[src/rtl/program_loader_pkg.sv]
// Shared types and constants for the boot-time program loader.
package program_loader_pkg;

   localparam int unsigned BYTE_W    = 8;
   localparam int unsigned WORD_W    = 32;
   localparam int unsigned HDR_BYTES = 4;
   localparam int unsigned CNT_W     = 2;

   typedef enum logic [1:0] {
      S_LEN  = 2'd0,
      S_DATA = 2'd1,
      S_RUN  = 2'd2,
      S_ERR  = 2'd3
   } state_t;

   typedef struct packed {
      logic              en;
      logic [WORD_W-1:0] addr;
      logic [WORD_W-1:0] data;
   } mem_wr_t;

endpackage

[src/rtl/program_loader_byte_assembler.sv]
// Big-endian 4-byte assembler; flags the byte that completes a word.
module program_loader_byte_assembler
   import program_loader_pkg::*;
(
   input  logic              clk,
   input  logic              reset,
   input  logic              byte_valid,
   input  logic [BYTE_W-1:0] byte_data,
   output logic [WORD_W-1:0] word_c,
   output logic              word_valid_c
);

   logic [WORD_W-BYTE_W-1:0] shreg;
   logic [CNT_W-1:0]         byte_cnt;

   // Only the three older bytes are stored; the fourth is taken straight from the input.
   always_ff @(posedge clk) begin
      if (reset) begin
         shreg    <= '0;
         byte_cnt <= '0;
      end else if (byte_valid) begin
         shreg    <= {shreg[WORD_W-2*BYTE_W-1:0], byte_data};
         byte_cnt <= byte_cnt + CNT_W'(1);
      end
   end

   assign word_c       = {shreg, byte_data};
   assign word_valid_c = byte_valid && (byte_cnt == CNT_W'(HDR_BYTES - 1));

endmodule

[src/rtl/program_loader.sv]
// Boot sequencer: loads a UART image into memory with the CPU held in reset, then hands over the write port.
module program_loader
   import program_loader_pkg::*;
#(
   parameter logic [31:0] BASE_ADDR = 32'h0000_0000,
   parameter int unsigned MAX_WORDS = 1024,
   parameter int unsigned IDX_W     = 16
) (
   input  logic        clk,
   input  logic        reset,
   input  logic        rx_valid,
   input  logic [7:0]  rx_data,
   input  logic        cpu_mem_write,
   input  logic [31:0] cpu_addr,
   input  logic [31:0] cpu_wdata,
   output logic        mem_write,
   output logic [31:0] mem_addr,
   output logic [31:0] mem_wdata,
   output logic        cpu_reset,
   output logic        load_done,
   output logic        load_error
);

   state_t            state;
   logic [WORD_W-1:0] len;
   logic [IDX_W-1:0]  idx;
   mem_wr_t           wr_q;
   logic [WORD_W-1:0] word_c;
   logic              word_valid_c;
   logic              loading_c;

   assign loading_c = (state == S_LEN) || (state == S_DATA);

   // One assembler serves both the length header and the data words.
   program_loader_byte_assembler u_asm (
      .clk          (clk),
      .reset        (reset),
      .byte_valid   (rx_valid && loading_c),
      .byte_data    (rx_data),
      .word_c       (word_c),
      .word_valid_c (word_valid_c)
   );

   always_ff @(posedge clk) begin
      if (reset) begin
         state      <= S_LEN;
         len        <= '0;
         idx        <= '0;
         wr_q       <= '0;
         cpu_reset  <= 1'b1;
         load_done  <= 1'b0;
         load_error <= 1'b0;
      end else begin
         wr_q.en    <= 1'b0;
         // Status trails the state by one cycle so the final loader write clears the port first.
         cpu_reset  <= (state != S_RUN);
         load_done  <= (state == S_RUN);
         load_error <= (state == S_ERR);
         case (state)
            S_LEN: begin
               if (word_valid_c) begin
                  len <= word_c;
                  idx <= '0;
                  if (word_c == '0)
                     state <= S_RUN;
                  else if (word_c > WORD_W'(MAX_WORDS))
                     state <= S_ERR;
                  else
                     state <= S_DATA;
               end
            end
            S_DATA: begin
               if (word_valid_c) begin
                  wr_q.en   <= 1'b1;
                  wr_q.addr <= BASE_ADDR + (WORD_W'(idx) << 2);
                  wr_q.data <= word_c;
                  idx       <= idx + IDX_W'(1);
                  if (WORD_W'(idx) == len - WORD_W'(1))
                     state <= S_RUN;
               end
            end
            default: ;
         endcase
      end
   end

   // Port ownership follows load_done, which rises only after the last loader pulse.
   assign mem_write = load_done ? cpu_mem_write : wr_q.en;
   assign mem_addr  = load_done ? cpu_addr      : wr_q.addr;
   assign mem_wdata = load_done ? cpu_wdata     : wr_q.data;

endmodule
[config.mk]
export PLATFORM = sky130hd
export DESIGN_NAME = program_loader
export DESIGN_NICKNAME = d
export VERILOG_FILES = /design/src/rtl/program_loader_pkg.sv /design/src/rtl/program_loader_byte_assembler.sv /design/src/rtl/program_loader.sv
export SDC_FILE = /design/constraint.sdc
export NUM_CORES = 1
export LEC_CHECK = 0
export ABC_AREA = 1
export CORE_MARGIN = 1
export CORE_UTILIZATION = 27
export DETAILED_ROUTE_END_ITERATION = 10
export DONT_BUFFER_PORTS = 1
export SLEW_MARGIN = 20
export SYNTH_ARGS = -nofsm -noshare
export SYNTH_HDL_FRONTEND = slang
export SYNTH_SLANG_ARGS = --single-unit
[constraint.sdc]
create_clock -name clk -period 4.6 [get_ports clk]
set_clock_uncertainty 0.15 [all_clocks]
set_input_delay 0.92 -clock clk [delete_from_list [all_inputs] [get_ports clk]]
set_output_delay 0.92 -clock clk [all_outputs]
set_load 0.02 [all_outputs]
# After elaboration in Yosys (flattened, before gate mapping)
# Index checks and enable logic that the tools add are counted.
# classes
add_sub_neg	3
n_mul	0
div	0
order_cmp	1
n_eq_ne	9
shifts	0
mux	13
n_bitwise	1
reduce_logical	11
# op_table
operator	count
65-bit 2-to-1 mux	1
32-bit 2-to-1 mux	2
16-bit by 32-bit == test with 1-bit output	1
32-bit by 11-bit greater-than comparator with 1-bit output, second input constant	1
32-bit zero test	1
16-bit 2-to-1 mux	2
16-bit case mux with 2 select lines	1
32-bit by 1-bit subtractor with 32-bit output, second input constant	1
16-bit by 1-bit adder with 16-bit output, second input constant	1
2-bit 2-to-1 mux	5
2-bit == test, second input constant	3
2-bit by 1-bit inequality test with 1-bit output, second input constant	3
2-bit case mux with 2 select lines	1
2-bit AND reduction	2
4-bit AND reduction	1
3-bit AND reduction	1
2-bit by 1-bit adder with 2-bit output, second input constant	1
2-bit by 1-bit == test with 1-bit output, second input constant	1
1-bit logical AND	2
2-bit zero test	1
2-bit inequality test, second input constant	1
2-bit nonzero test	1
2-bit OR reduction	1
1-bit logical OR	1
2 further kinds	2
# word_totals
regBits	128
latchBits	0
ramBits	0
romBits	0
inputBits	76
output_inout_bits	68
word_cells	49
mem_count	0

# Longest topological paths before layout
# Gate-level depths: netlist (run 1).
# depth
ltp_word	6
ltp_mapped	19
ltp_nobuf	18

# Hierarchy
# From an unflattened synthesis (run 1), not the netlist that was laid out.
# hier_totals
hier_cells	1130
area_unflattened_um2	7008.0
# by_module_without_submodules
mod	n_inst	cells_each	area_each_um2	seq_area_each_um2
program_loader	1	955	5821.8	2042.0
program_loader_byte_assembler	1	175	1186.1	520.5

# Worst setup path after synthesis (run 1)
# No wires, ideal clock.
# synth_path
path_kind	register to output
startpoint	reg load_done
endpoint	out mem_addr[10]
t_arrival_ps	1351
t_required_ps	3530
setup_slack_ps	2179
stages_incl_launch_ff	5
n_path_buf	2
cell_sequence	dfxtp_1 > clkbuf_1 > clkbuf_1 > nand2_1 > o21ai_0
# synth_between
elab_chain_len	1
# synth_rtl
element	line	source
start, declared	program_loader.sv:20	output logic load_done,
start signal, assigned	program_loader.sv:57	load_done <= (state == S_RUN);
32-bit 2-to-1 mux	program_loader.sv:89	assign mem_addr = load_done ? cpu_addr : wr_q.addr;
end, declared	program_loader.sv:17	output logic [31:0] mem_addr,
# No other way between the ends.

# Worst setup path in the final report (run 1)
# layout_path
startpoint	reg load_done
endpoint	out mem_addr[21]
# Same word-level chain as after synthesis.

==> results.sh, run 1 <==
export IMPL_cts_tree="built"
export IMPL_clkTransAtPathRegs_ns=0.06
export IMPL_h_tree_depth=4
export IMPL_place_inst=1283
export IMPL_setup_viol=0
export IMPL_clk_latency_ns=0.42
export IMPL_synthArstFlopShare_pct=0
export IMPL_cts_setup_buffers=0
export IMPL_min_period_ns=2.94
export IMPL_hold_violations=0
export IMPL_p_int_mw=2.34
export IMPL_rsz0062_at_grt="false"
export IMPL_core_um2=24200
export IMPL_power_density_nw_per_um2=411
export IMPL_end_kind="primary output"
export IMPL_die_area_um2=25300
export IMPL_num_fill_cells=2621
export IMPL_viasPerCell=4.64
export IMPL_fmax_mhz=340
export IMPL_p_sw_uw=793
export IMPL_gp_congestion=0.847
export IMPL_fin_ws_ns=1.66
export IMPL_routed_wl_um=17200
export IMPL_yosysUniqueCellTypes=43
export IMPL_ff2ff_setup_slack_ns=1.71
export IMPL_run_status="complete, no violations"
export IMPL_clk_root_buffer_cell="clkbuf_16"
export IMPL_grt_max_degree=107
export IMPL_top_level_ports=144
export IMPL_num_rows=57
export IMPL_clock_path_buffers=2
export IMPL_timing_rr_end="idx[6]"
export IMPL_hold_class="reg -> reg"
export IMPL_required_ns=3.53
export IMPL_crit_path_start="load_done"
export IMPL_tightest_slew_ns=0.904
export IMPL_initial_core_util_pct=27.5
export IMPL_pwr_share_comb_pct=11.9
export IMPL_worstPathArrival_ns=1.87
export IMPL_max_stage_delay_ns=0.88
export IMPL_synth_warnings=0
export IMPL_path_cells="buf_4 -> nand2_1 -> inv_1"
export IMPL_dp_hpwl_um=12600
export IMPL_p_leak_nw=3.10
export IMPL_synth_edf_count=0
export IMPL_diodes=0
export IMPL_drt_pass1_iterations=7
export IMPL_ys_ff_latch=128
export IMPL_layout_nets=1057
export IMPL_syn_inst=1003
export IMPL_fp_dieH_um=159
export IMPL_ys_flop_type="dfxtp_1"
export IMPL_clkSinkCount=128
export IMPL_grt_pass1_vias=5611
export IMPL_vias=6097
export IMPL_cts_resized=0
export IMPL_crit_type="reg -> out"
export IMPL_setup_tns_ns=0
export IMPL_r2r_start="state[1]"
export IMPL_period_share_pct=63.9
export IMPL_pwr_share_seq_pct=37.2
export IMPL_slowest_stage="dfxtp_4"
export IMPL_slew_headroom_pct=39.7
export IMPL_io_buffers=0
export IMPL_numCtsBuffers=17
export IMPL_rr_worst_depth=11
export IMPL_crit_path_end="mem_addr[21]"
export IMPL_synth_area_um2=6670
export IMPL_grt_overflow_total=0
export IMPL_drc=0
export IMPL_clockPowerShare_pct=50.9
export IMPL_final_cells=1315
export IMPL_wire_per_inst_um=13.1
export IMPL_netSwitchingFraction_pct=25.3
export IMPL_ys_seq_area_share_pct=38.4
export IMPL_drt_iter0_markers=346
export IMPL_grt_pass1_wl_um=28400
export IMPL_area_growth_pct=14.4
export IMPL_dp_slack_ns=1.33
export IMPL_grt_util_all_layers_pct=13.9
export IMPL_die_w_um=159
export IMPL_critPathLaunchType="flip-flop"
export IMPL_post_route_util_pct=31.5
export IMPL_holdBufCountCts=0
export IMPL_drive_gt1_share_pct=7.87
export IMPL_cap_viol_max_count=0
export IMPL_avgSynthCellArea_um2=6.65
export IMPL_antenna_found_initial=0
export IMPL_synth_fp_nets=1082
export IMPL_drtAntennaViolNets=0
export IMPL_irDropWorstVdd_mv=0.284
export IMPL_slew_violations=0
export IMPL_path_max_fanout=106
[power groups by stage]
stage	Clock, mW	Sequential (mW)	Combinational (mW)
2_1_floorplan	0	1.18	0.309
3_3_place_gp	0	1.19	0.368
3_5_place_dp	0	1.19	0.371
4_1_cts	1.61	1.17	0.374
5_1_grt	1.66	1.17	0.433
6_report	1.59	1.17	0.373
[cells by family after synthesis]
| kind of cell | share of synthesized area, % |
|---|---|
| flops | 38.4 |
| fa+ha+maj | 0.563 |
| buf+inv | 11.2 |
| compound gates | 23.3 |
| mux | 0.169 |
| xor+xnor | 1.71 |
| simple gates | 24.6 |
[registers in the layout, indices dropped and copies added, names as in the netlist]
signal / flops
cpu_reset: 1
idx: 16
len: 32
load_done: 1
load_error: 1
state: 2
u_asm.byte_cnt: 2
u_asm.shreg: 24
wr_q: 49
[routing by layer]
metal	share of wire, %	GRT usage (%)
met1	48	18.4
met2	46	22.3
met3	4.3	3.07
met4	1.5	4.76
met5	0	0
[through the flow]
stage / total power, mW / cell area [um^2] / hold slack, ns
4_1_cts: 3.15 / 7630 / 0.307
5_1_grt: 3.26 / 7630 / 0.335
3_3_place_gp: 1.56 / 6920 / 0.299
3_5_place_dp: 1.56 / 6920 / 0.297
6_report: 3.13 / 7630 / 0.303
2_1_floorplan: 1.49 / 6670 / 0.274
[layout make-up]
type / instances / area, um^2 / share of cell area (%)
Multi-Input combinational cell: 678 / 3360 / 44.0
Clock inverter: 12 / 226 / 2.97
Clock buffer: 20 / 478 / 6.26
Inverter: 148 / 558 / 7.31
Tap cell: 324 / 405 / 5.31
Sequential cell: 128 / 2570 / 33.6
Timing Repair Buffer: 5 / 37.5 / 0.492
[how the worst min path moves through the flow]
stage	to	cells after the start	from
after global routing	wr_q[5]	2	wr_q[5]
after CTS	wr_q[7]	2	wr_q[7]
after global placement	wr_q[2]	2	wr_q[2]
after detailed placement	wr_q[7]	2	wr_q[7]
after floorplan	wr_q[11]	2	wr_q[11]
final	wr_q[5]	2	wr_q[5]
[cell usage in the layout (no fill, tap or decap), types with 4 or more instances in the layout]
| cell | instances |
|---|---|
| nand2_2 | 7 |
| bufinv_16 | 6 |
| buf_4 | 5 |
| nor4_1 | 7 |
| nor2_2 | 8 |
| clkbuf_16 | 18 |
| nor2_4 | 8 |
| xnor2_1 | 6 |
| nor2_1 | 77 |
| inv_2 | 4 |
| o21ai_0 | 159 |
| nand3_1 | 38 |
| nand2_1 | 192 |
| inv_1 | 141 |
| xor2_1 | 7 |
| dfxtp_1 | 127 |
| a21oi_1 | 114 |
| o21ai_1 | 7 |
| nand4_1 | 6 |
| nor3_1 | 7 |
[worst max-delay path: cells and delay by family (launching register included)]
kind                   cells  cell delay, ns
flip-flops                 1            0.88
buffers and inverters      2            0.49
AND/OR/NAND/NOR            1            0.07
[synthesized netlist by cell type (2+ instances only)]
master / n / area (um^2)
nand4_1: 6 / 37.5
xnor2_1: 6 / 52.6
nand2_2: 7 / 43.8
a21oi_1: 114 / 571
o21ai_0: 159 / 796
o21ai_1: 7 / 35.0
nor3_1: 7 / 35.0
nor2_4: 8 / 90.1
inv_2: 4 / 15.0
a32oi_1: 2 / 17.5
inv_1: 142 / 533
nand3b_1: 3 / 22.5
o21bai_1: 3 / 22.5
xor2_1: 7 / 61.3
dfxtp_1: 128 / 2560
nor2_8: 3 / 60.1
a211oi_1: 2 / 15.0
nor2_2: 8 / 50.1
clkbuf_1: 46 / 173
nor3_2: 2 / 20.0
nor4_1: 7 / 43.8
nand2_4: 3 / 33.8
nand3_1: 38 / 190
o211ai_1: 2 / 15.0
nor2_1: 77 / 289
nand2_1: 192 / 721
ha_1: 3 / 37.5
o32ai_1: 2 / 17.5
Power figures use the tool's default switching activity.
==> run 2: changes to the inputs <==
Clock period 4.6 ns to 2.4 ns, I/O delays scaled along.
==> results.sh, run 2 (synthesized netlist as in run 1, its figures left out) <==
export IMPL_run_status="complete, no violations"
export IMPL_gp_congestion=0.846
export IMPL_setup_viol=0
export IMPL_worstPathArrival_ns=1.64
export IMPL_num_rows=57
export IMPL_viasPerCell=4.56
export IMPL_area_growth_pct=19.6
export IMPL_num_fill_cells=2658
export IMPL_layout_common_cells="nand2_1, o21ai_0, inv_1"
export IMPL_max_stage_delay_ns=0.51
export IMPL_grt_overflow_total=0
export IMPL_top_level_ports=144
export IMPL_dp_hpwl_um=13000
export IMPL_clkTransAtPathRegs_ns=0.05
export IMPL_core_um2=24200
export IMPL_drtAntennaViolNets=0
export IMPL_period_share_pct=94.6
export IMPL_numCtsBuffers=17
export IMPL_dp_slack_ns=0.175
export IMPL_die_w_um=159
export IMPL_end_kind="primary output"
export IMPL_clkSinkCount=128
export IMPL_fp_dieH_um=159
export IMPL_multi_input_area_um2=3400
export IMPL_die_area_um2=25300
export IMPL_top_regs="wr_q x49, len x32, u_asm.shreg x24"
export IMPL_slew_violations=0
export IMPL_initial_core_util_pct=27.5
export IMPL_cts_setup_buffers=0
export IMPL_diodes=0
export IMPL_drive_gt1_share_pct=13.1
export IMPL_p_leak_nw=3.37
export IMPL_drt_iter0_markers=336
export IMPL_cap_viol_max_count=0
export IMPL_irDropWorstVdd_mv=0.480
export IMPL_clock_path_buffers=2
export IMPL_grt_pass1_vias=5791
export IMPL_path_max_fanout=83
export IMPL_layout_commonest_cell="nand2_1"
export IMPL_drc=0
export IMPL_largest_reg_flops=49
export IMPL_required_ns=1.77
export IMPL_cts_tree="built"
export IMPL_fmax_mhz=441
export IMPL_top_register="wr_q"
export IMPL_grt_util_all_layers_pct=14.3
export IMPL_h_tree_depth=4
export IMPL_hold_violations=0
export IMPL_grt_max_degree=113
export IMPL_power_density_nw_per_um2=673
export IMPL_io_buffers=0
export IMPL_critPathLaunchType="flip-flop"
export IMPL_hold_worst_slack_ns=0.0146
export IMPL_hold_class="in -> reg"
export IMPL_clk_root_buffer_cell="clkbuf_16"
export IMPL_slew_headroom_pct=52.3
export IMPL_wire_per_inst_um=12.8
export IMPL_routed_wl_um=17600
export IMPL_slowest_stage="dfxtp_4"
export IMPL_path_cells="buf_12 -> nand2_1 -> o21ai_0 -> buf_4"
export IMPL_grt_pass1_wl_um=29100
export IMPL_drt_pass1_iterations=5
export IMPL_regArea_um2=2570
export IMPL_tightest_slew_ns=0.714
export IMPL_vias=6253
export IMPL_crit_type="reg -> out"
export IMPL_layout_nets=1114
export IMPL_antenna_found_initial=0
export IMPL_clk_latency_ns=0.42
export IMPL_min_period_ns=2.27
export IMPL_fin_ws_ns=0.131
run 2: cell count changes in the layout (fill, tap and decap cells not counted), moves of 2 or more:
cell,before,now
clkbuf_8,2,4
bufinv_16,6,1
clkinv_2,3,7
buf_4,5,58
nor2_1,77,74
clkinv_4,2,0
clkbuf_1,0,2
nor2_2,8,10
buf_12,0,3
clkinvlp_4,2,0
run 2: final cells by class:
cell class                 instances  area share [%]
tap                              324            5.08
inverter                         148            6.98
clock buffer                      23            6.12
timing repair buffer              62            6.34
clock inverter                     7           0.753
multi-input combinational        678            42.6
sequential                       128            32.2
run 2: critical path, delay by kind of cell, from the launching register on:
| family | cells | cell delay [ns] |
|---|---|---|
| AOI/OAI and AO/OA | 1 | 0.08 |
| DFF | 1 | 0.51 |
| buffers and inverters | 2 | 0.46 |
| and+or+nand+nor | 1 | 0.10 |
run 2: final timing paths:
check	from	to	slack, ns	cells after the start
worst min-delay path	reset	idx[7]	0.01	1
worst max-delay path	load_done	mem_wdata[27]	0.13	4
worst min register to register	wr_q[2]	wr_q[2]	0.31	2
worst max register to register	len[8]	state[0]	0.24	14
run 2: what timing repair did:
action,CTS,global route
hold endpoints to repair,10,0
setup endpoints to repair,0,2
hold buffers,1,0
resized for setup,0,10
run 2: routing by layer:
metal / share of wire, % / GRT usage (%) / up-vias / routed length, um
met5: 0 / 0 / - / 0
met4: 1.7 / 5.20 / 0 / 298
met3: 5.5 / 3.88 / 21 / 972
met2: 45 / 22.7 / 156 / 7950
met1: 47 / 18.5 / 2767 / 8330
li1: - / - / 3309 / -
run 2: metrics by stage:
step / TNS (ns) / util, % / total power [mW] / cell area (um^2) / std cells
6_report: 0 / 32.9 / 5.37 / 7980 / 1370
5_1_grt: -0.00895 / 32.9 / 5.66 / 7980 / 1370
4_1_cts: 0 / 32.7 / 5.41 / 7940 / 1370
3_5_place_dp: 0 / 30.4 / 3.02 / 7380 / 1339
3_3_place_gp: 0 / 30.4 / 3.01 / 7380 / 1339
2_1_floorplan: 0 / - / 2.85 / 6670 / 1003
run 2: report_power, final:
group | internal, mW | switching, mW
Combinational | 0.262 | 0.498
Sequential | 2.18 | 0.0528
Clock | 1.51 | 0.866
Total | 3.95 | 1.42
